**config.mk**
```make
export PLATFORM = sky130hd
export DESIGN_NAME = i2s_dac_tx
export DESIGN_NICKNAME = d
export VERILOG_FILES = /design/src/rtl/i2s_dac_tx.sv
export SDC_FILE = /design/constraint.sdc
export NUM_CORES = 1
export LEC_CHECK = 0
export CORE_AREA = 2 2 101 64
export DETAILED_ROUTE_END_ITERATION = 8
export DIE_AREA = 0 0 103 66
export PLACE_DENSITY = 0.92
export SLEW_MARGIN = 20
export SYNTH_ARGS = -nofsm -noshare
export SYNTH_HDL_FRONTEND = slang
export SYNTH_SLANG_ARGS = --single-unit
```
**constraint.sdc**
```tcl
create_clock -name i_clk -period 2.8 [get_ports i_clk]
set_input_delay 0.56 -clock i_clk [delete_from_list [all_inputs] [get_ports i_clk]]
set_output_delay 0.56 -clock i_clk [all_outputs]
set_load 0.01 [all_outputs]
```
**src/rtl/i2s_dac_tx.sv**
```systemverilog
// i2s_dac_tx -- I2S transmitter for a WM8731 DAC running in codec-slave mode.
//
// Runs entirely in the audio master clock domain (384*fs). It derives BCLK
// (64*fs) and LRCK (fs) and shifts out one left/right PCM pair per frame.
// The pair comes from a single-entry valid/ready pending register.
//
// Parameters:
//   W          sample width in bits, 16..24
//   BCLK_HALF  clk cycles per BCLK half-period (frame = 128*BCLK_HALF clks)
//
// Ports:
//   i_clk        audio master clock
//   i_rst        synchronous active-high reset
//   i_in_l/_r    left/right sample, two's complement
//   i_in_valid   sample pair present
//   o_in_ready   pending register empty
//   o_bclk       bit clock to the codec
//   o_lrck       LR clock to the codec (0 = left, 1 = right)
//   o_dacdat     serial data to the codec
//   o_underflow  one-cycle pulse when a frame starts with nothing pending
//
// Build option: define I2S_TX_HOLD_EN to replay the last pair on underflow;
// without it an underflow frame is silent.

module i2s_dac_tx #(
   parameter int W         = 16,
   parameter int BCLK_HALF = 3
) (
   input  logic         i_clk,
   input  logic         i_rst,
   input  logic [W-1:0] i_in_l,
   input  logic [W-1:0] i_in_r,
   input  logic         i_in_valid,
   output logic         o_in_ready,
   output logic         o_bclk,
   output logic         o_lrck,
   output logic         o_dacdat,
   output logic         o_underflow
);

   localparam int            DW       = (BCLK_HALF > 1) ? $clog2(BCLK_HALF) : 1;
   localparam logic [DW-1:0] DIV_LAST = DW'(BCLK_HALF - 1);
   localparam logic [4:0]    W5       = 5'(W);

   logic [DW-1:0] r_div;
   logic          r_bclk;
   logic          r_lrck;
   logic          r_dacdat;
   logic          r_underflow;
   logic          r_pend_empty;
   logic [5:0]    r_b;
   logic [W-1:0]  r_pend_l, r_pend_r;
   logic [W-1:0]  r_word_l, r_word_r;

   logic          w_div_end;
   logic          w_tick;
   logic          w_frame;
   logic          w_xfer;
   logic [5:0]    w_b_nxt;
   logic [4:0]    w_p;
   logic [W-1:0]  w_word;
   logic [W-1:0]  w_sh;
   logic          w_slot_bit;

   assign w_div_end = (r_div == DIV_LAST);
   // Falling edge of BCLK: the divider wraps while BCLK is currently high.
   assign w_tick    = w_div_end & r_bclk;
   assign w_b_nxt   = r_b + 6'd1;
   assign w_frame   = w_tick & (r_b == 6'd63);
   assign w_xfer    = i_in_valid & r_pend_empty;

   // Slot p carries word bit W-p (one-BCLK I2S delay). At a frame start the
   // new slot is 0, which is always silent, so reading the pre-load words is
   // safe here.
   assign w_p        = w_b_nxt[4:0];
   assign w_word     = w_b_nxt[5] ? r_word_r : r_word_l;
   assign w_sh       = w_word >> (W5 - w_p);
   assign w_slot_bit = (w_p != 5'd0) && (w_p <= W5) && w_sh[0];

   always_ff @(posedge i_clk) begin
      if (i_rst) begin
         r_div        <= '0;
         r_bclk       <= 1'b0;
         r_lrck       <= 1'b1;
         r_dacdat     <= 1'b0;
         r_underflow  <= 1'b0;
         r_pend_empty <= 1'b1;
         r_b          <= 6'd63;
         r_pend_l     <= '0;
         r_pend_r     <= '0;
         r_word_l     <= '0;
         r_word_r     <= '0;
      end else begin
         r_underflow <= 1'b0;

         if (w_div_end) begin
            r_div  <= '0;
            r_bclk <= ~r_bclk;
         end else begin
            r_div  <= r_div + DW'(1);
         end

         if (w_tick) begin
            r_b      <= w_b_nxt;
            r_lrck   <= w_b_nxt[5];
            r_dacdat <= w_slot_bit;
         end

         // Frame load uses the pre-edge pending state; a pair arriving on the
         // same edge waits for the next frame.
         if (w_frame) begin
            if (!r_pend_empty) begin
               r_word_l     <= r_pend_l;
               r_word_r     <= r_pend_r;
               r_pend_empty <= 1'b1;
            end else begin
               r_underflow  <= 1'b1;
`ifdef I2S_TX_HOLD_EN
               // Words keep their value: the last pair is replayed.
`else
               r_word_l     <= '0;
               r_word_r     <= '0;
`endif
            end
         end

         // Only possible while pending is empty, so never collides with the
         // frame consume above.
         if (w_xfer) begin
            r_pend_l     <= i_in_l;
            r_pend_r     <= i_in_r;
            r_pend_empty <= 1'b0;
         end
      end
   end

   assign o_in_ready  = r_pend_empty;
   assign o_bclk      = r_bclk;
   assign o_lrck      = r_lrck;
   assign o_dacdat    = r_dacdat;
   assign o_underflow = r_underflow;

endmodule

```
Word level (Yosys, flattened, before mapping). Index checks and enable logic that the tools add are counted.

Eq/ne operators: 2. Reduce and logical (&&, ||, !) cells: 6. Shift operators: 1. Bitwise gates (word level): 5. Order comparisons: 1. Divide/modulo/power cells: 0. Add/sub/neg operators: 3. Multiplexer cells: 6. Multipliers: 0.

Operators with widths (count): $mux 16 (3); $shr 16x5->1 (1); $add 6x1->6 const B (1); $eq 6x6->1 const B (1); $le 5x5->1 const B (1); $reduce_bool 5->1 (1); $sub 5x5->5 const A (1); $reduce_or 2->1 (2); $and 1x1->1 (3); $mux 1 (3); $add 2x1->2 const B (1); $eq 2x2->1 const B (1); $logic_and 1x1->1 (2); $not 1->1 (2); $reduce_bool 2->1 (1).

Output and inout bits: 5. Bits in registers: 77. Memories: 0. Bits of input ports: 35. Latch bits: 0. Memory bits (read-only): 0. Bits in writable memories: 0.

Depth between registers and ports, before layout.
Depth in word-level cells: 5. Gate-level depth with buffers: 10. Mapped depth without buffers: 8.

Worst setup path after synthesis. OpenSTA, ideal clock, no wires.

Path type: reg-to-reg. Start: reg r_b[0]. End: reg r_dacdat (netlist: o_dacdat). Setup slack: 0.928 ns. Library setup time: 0.127 ns. Stages on the path, launching flop included: 9. Buffers on the path: 2. Arrival time: 1.745 ns. Path through: dfxtp_1 > buf_6 > and4_4 > buf_6 > and2_4 > mux2_4 > o311a_1 > a211oi_2 > a32oi_1.

Word-level cells in the longest chain between the ends: 4.

RTL lines: from (decl) (line 51) `logic [5:0] r_b;`; from (signal assigned) (line 104) `r_b <= w_b_nxt;`; $add 6x1->6 (*) (line 68) `assign w_b_nxt = r_b + 6'd1;`; $sub 5x5->5 (tied with other cells) (line 77) `assign w_sh = w_word >> (W5 - w_p);`; $shr 16x5->1 / $logic_and 1x1->1 (equally long branches) (line 77, 78); $logic_and 1x1->1 (*) (line 78) `assign w_slot_bit = (w_p != 5'd0) && (w_p <= W5) && w_sh[0];`; to (signal assigned) (line 106) `r_dacdat <= w_slot_bit;`; to (decl) (line 48) `logic r_dacdat;`.

Mark *: on every way between the ends. The rest lies on a longest branch, timed or not. A chain may end at the register's enable or synchronous reset.

Worst setup path after layout.
Start: reg r_b[0]. End: reg r_dacdat (netlist: o_dacdat).

Word-level cells in the longest chain between the ends: 4.

RTL lines: $add 6x1->6 (*) (line 68); via w_b_nxt[1] (line 59) `logic [5:0] w_b_nxt;`; $sub 5x5->5 (tied with other cells) (line 77); $shr 16x5->1 / $logic_and 1x1->1 (equally long branches) (line 77, 78); $logic_and 1x1->1 (*) (line 78).

Mark *: on every way through the listed nets, which the timed path passes. The rest lies on a longest branch.

==> summary.txt <==
CTS
  – Clock-pin slew on the worst setup and hold paths: 0.07 ns
  – CTS sink count: 76
  – Cts hold-fix bufs: 0
  – Post-CTS setup buffers: 0
  – Clock buffer depth: 2
  – Clk_lat worst skew: 0.35 ns
  – Post-CTS sizing: 0
  – CTS tree: built
  – TritonCTS Buffers: 9
  – Root Driver: clkbuf_8
  – H-tree depth: 3

Global route
  – GRT Total Usage: 24.4%
  – First-pass GRT wire length: 12.8 mm
  – Initial antenna violation count: 0
  – Largest net degree at the start of global routing: 40
  – GRT overflow: 0
  – Number of global-route vias before repair: 2672

Worst setup path
  – Critical path arrival: 2.39 ns
  – Worst-path fanout max: 11
  – WS Path Type: flop to flop
  – Critical Path RT: 3.02 ns
  – Worst-path cell chain: ha_1 > or2b_2 > o22ai_1 > a21oi_1 > o311a_1 > a211oi_2 > a32oi_1
  – Crit end category: flop
  – CP max stage cell: dfxtp_1
  – Slowest stage delay, CP: 0.50 ns
  – Startpoint type of the worst setup path: flop
  – R2R depth: 7

Logic synthesis
  – Most frequent cell after synthesis: nand2_1
  – Post-Syn Nets: 458
  – Synth top area share: 44.8%
  – Synth async-reset ratio: 0%
  – Sequential-to-total area share from yosys stat: 44.8%
  – Leading area contributor after synthesis: dfxtp_1
  – Area contributors post-synth: dfxtp_1 45%, a21oi_1 10%, nand2_1 9.6%
  – EDFF count, synth: 0
  – Synth cell count leaders: 87 x nand2_1, 76 x dfxtp_1, 70 x a21oi_1, 35 x nor2_1, 34 x nor3b_1
  – Mapped Area: 0.00340 mm²
  – Yosys reg bits: 76
  – Primary FF master, synth: dfxtp_1
  – Post-Synthesis Cells: 421
  – Mean Syn Cell Area: 8.07 µm²
  – Synth unique cells: 51
  – Yosys warns: 0

Run
  – Max-Cap Viols: 0

Min path
  – Hold Crit Depth: 1
  – Worst min-delay path class: flop to flop

Timing
  – Final setup viols: 0
  – Final Skew: 0.0102 ns
  – Hold Violations, Final: 0
  – Final slew viol count: 0
  – Hold Slack: 0.423 ns
  – Slew @ Worst Pin: 0.530 ns
  – Fin Setup TNS: 0 ns
  – Final min period: 2.16 ns
  – RSZ-0062 raised after global routing: no
  – Final Cycle Share: 77.2%
  – Relative slew slack: 64.6%
  – Highest clock rate: 0.463 GHz

Place
  – Routability Congestion: 1.01
  – I/O Buffers: 39
  – HPWL after DPL: 5.56 mm
  – Placed inst area: 0.00379 mm²

Route
  – Post-route ant nets: 0
  – Routed via count: 2948
  – WL per Instance: 14.1 µm
  – Pre-Repair DR Iteration Count: 5
  – DRC Markers: 0
  – Post-Route WL: 7.55 mm
  – Via density: 5.52
  – Detailed Route Iter0 Violations: 170

Cells and area
  – Core Util, Final: 67.7%
  – Share of layout cells above drive strength 1: 8.67%
  – Antenna diode count: 0
  – Final Cell Area: 0.00399 mm²
  – Layout Nets: 483
  – Syn-to-layout area delta: 17.3%

Floorplan
  – Die height: 66 µm
  – I/O pin cnt: 40
  – Core region area: 0.00589 mm²
  – Die area: 0.00680 mm²
  – Starting Density: 57.7%
  – Num rows: 22
  – Die width: 103 µm

Power and ir drop
  – LEAKAGE: 1.42 nW
  – Tot Pwr: 0.00227 W
  – PD cells: 570 mW/mm²
  – Peak VDD IR: 0.344 mV

Outcome
  – Outcome: complete, no violations
## cell families (layout without fill, tap and decap cells)
kind of cell	Yosys count	after routing	share of synthesized area (%)
muxes	5	5	1.66
buffers and inverters	37	66	5.52
adders and majority gates	2	2	0.736
xor gates and xnor gates	9	9	2.32
DFF	76	76	44.8
and+or+nand+nor	199	199	29.4
AOI/OAI and AO/OA	93	93	15.6
## path summary, 6_finish.rpt
| check | from | end | slack (ns) |
|---|---|---|---|
| max | r_b[0]$_SDFFE_PP1P_ | o_dacdat$_SDFFE_PP0P_ | 0.64 |
| min | r_div[0]$_SDFF_PP0_ | r_div[0]$_SDFF_PP0_ | 0.42 |
| max reg2reg | r_b[0]$_SDFFE_PP1P_ | o_dacdat$_SDFFE_PP0P_ | 0.64 |
| min reg2reg | r_div[0]$_SDFF_PP0_ | r_div[0]$_SDFF_PP0_ | 0.42 |
## report_power, final
| group | total, W | switching [W] | internal [W] |
|---|---|---|---|
| combinational | 0.000283 | 0.000150 | 0.000133 |
| clock | 0.000841 | 0.000405 | 0.000436 |
| sequential | 0.00115 | 0.0000269 | 0.00112 |
## metrics by stage
| step | cells | setup slack (ns) |
|---|---|---|
| 6_report | 534 | 0.638 |
| 5_1_grt | 534 | 0.492 |
| 4_1_cts | 534 | 0.652 |
| 3_5_place_dp | 519 | 0.659 |
| 3_3_place_gp | 519 | 0.676 |
| 2_1_floorplan | 421 | 0.928 |
## placed cells by master (no fill, tap or decap), drive strengths merged, types with 3 or more instances in the layout
cell and n:
nor3 4, a21oi 70, nand4 3, clkdlybuf4s50 38, xor2 3, xnor2 6, inv 3, nand2 87
clkbuf 10, nand2b 8, nand3b 3, nand3 11, mux2i 3, nor3b 34, dfxtp 76, nor2 35
buf 11, and3 3, and2 4
## flip-flops by register name, indices dropped and copies added (netlist names)
register / cells
r_pend_l: 16
r_pend_r: 16
r_word_l: 16
r_word_r: 16
r_b: 5
r_div: 2
o_bclk: 1
o_dacdat: 1
o_in_ready: 1
o_lrck: 1
o_underflow: 1
## worst max-delay path: cells and delay by family, from the launching register on
kind / cells / cell delay [ns]
AO/OA/AOI/OAI: 5 / 0.73
AND/OR/NAND/NOR: 1 / 0.39
adder cells (fa/ha/maj): 1 / 0.41
flip-flops: 1 / 0.50
## cell type report
class | count | area, µm²
inverters | 2 | 7.51
clock inverters | 5 | 60.1
repair buffers | 49 | 460
flip-flops and latches | 76 | 1520
multi-input cells | 308 | 1690
well taps | 84 | 105
clock buffers | 10 | 138
fillers | 509 | 1900
## layer usage
layer	up-vias	track usage, %	routed length, µm
li1	1485	-	-
met3	10	6.98	514
met1	1368	35.1	3750
met4	0	5.43	75
met5	-	0	0
met2	85	36.3	3210
Note: power is estimated with default switching activity, not from simulation.
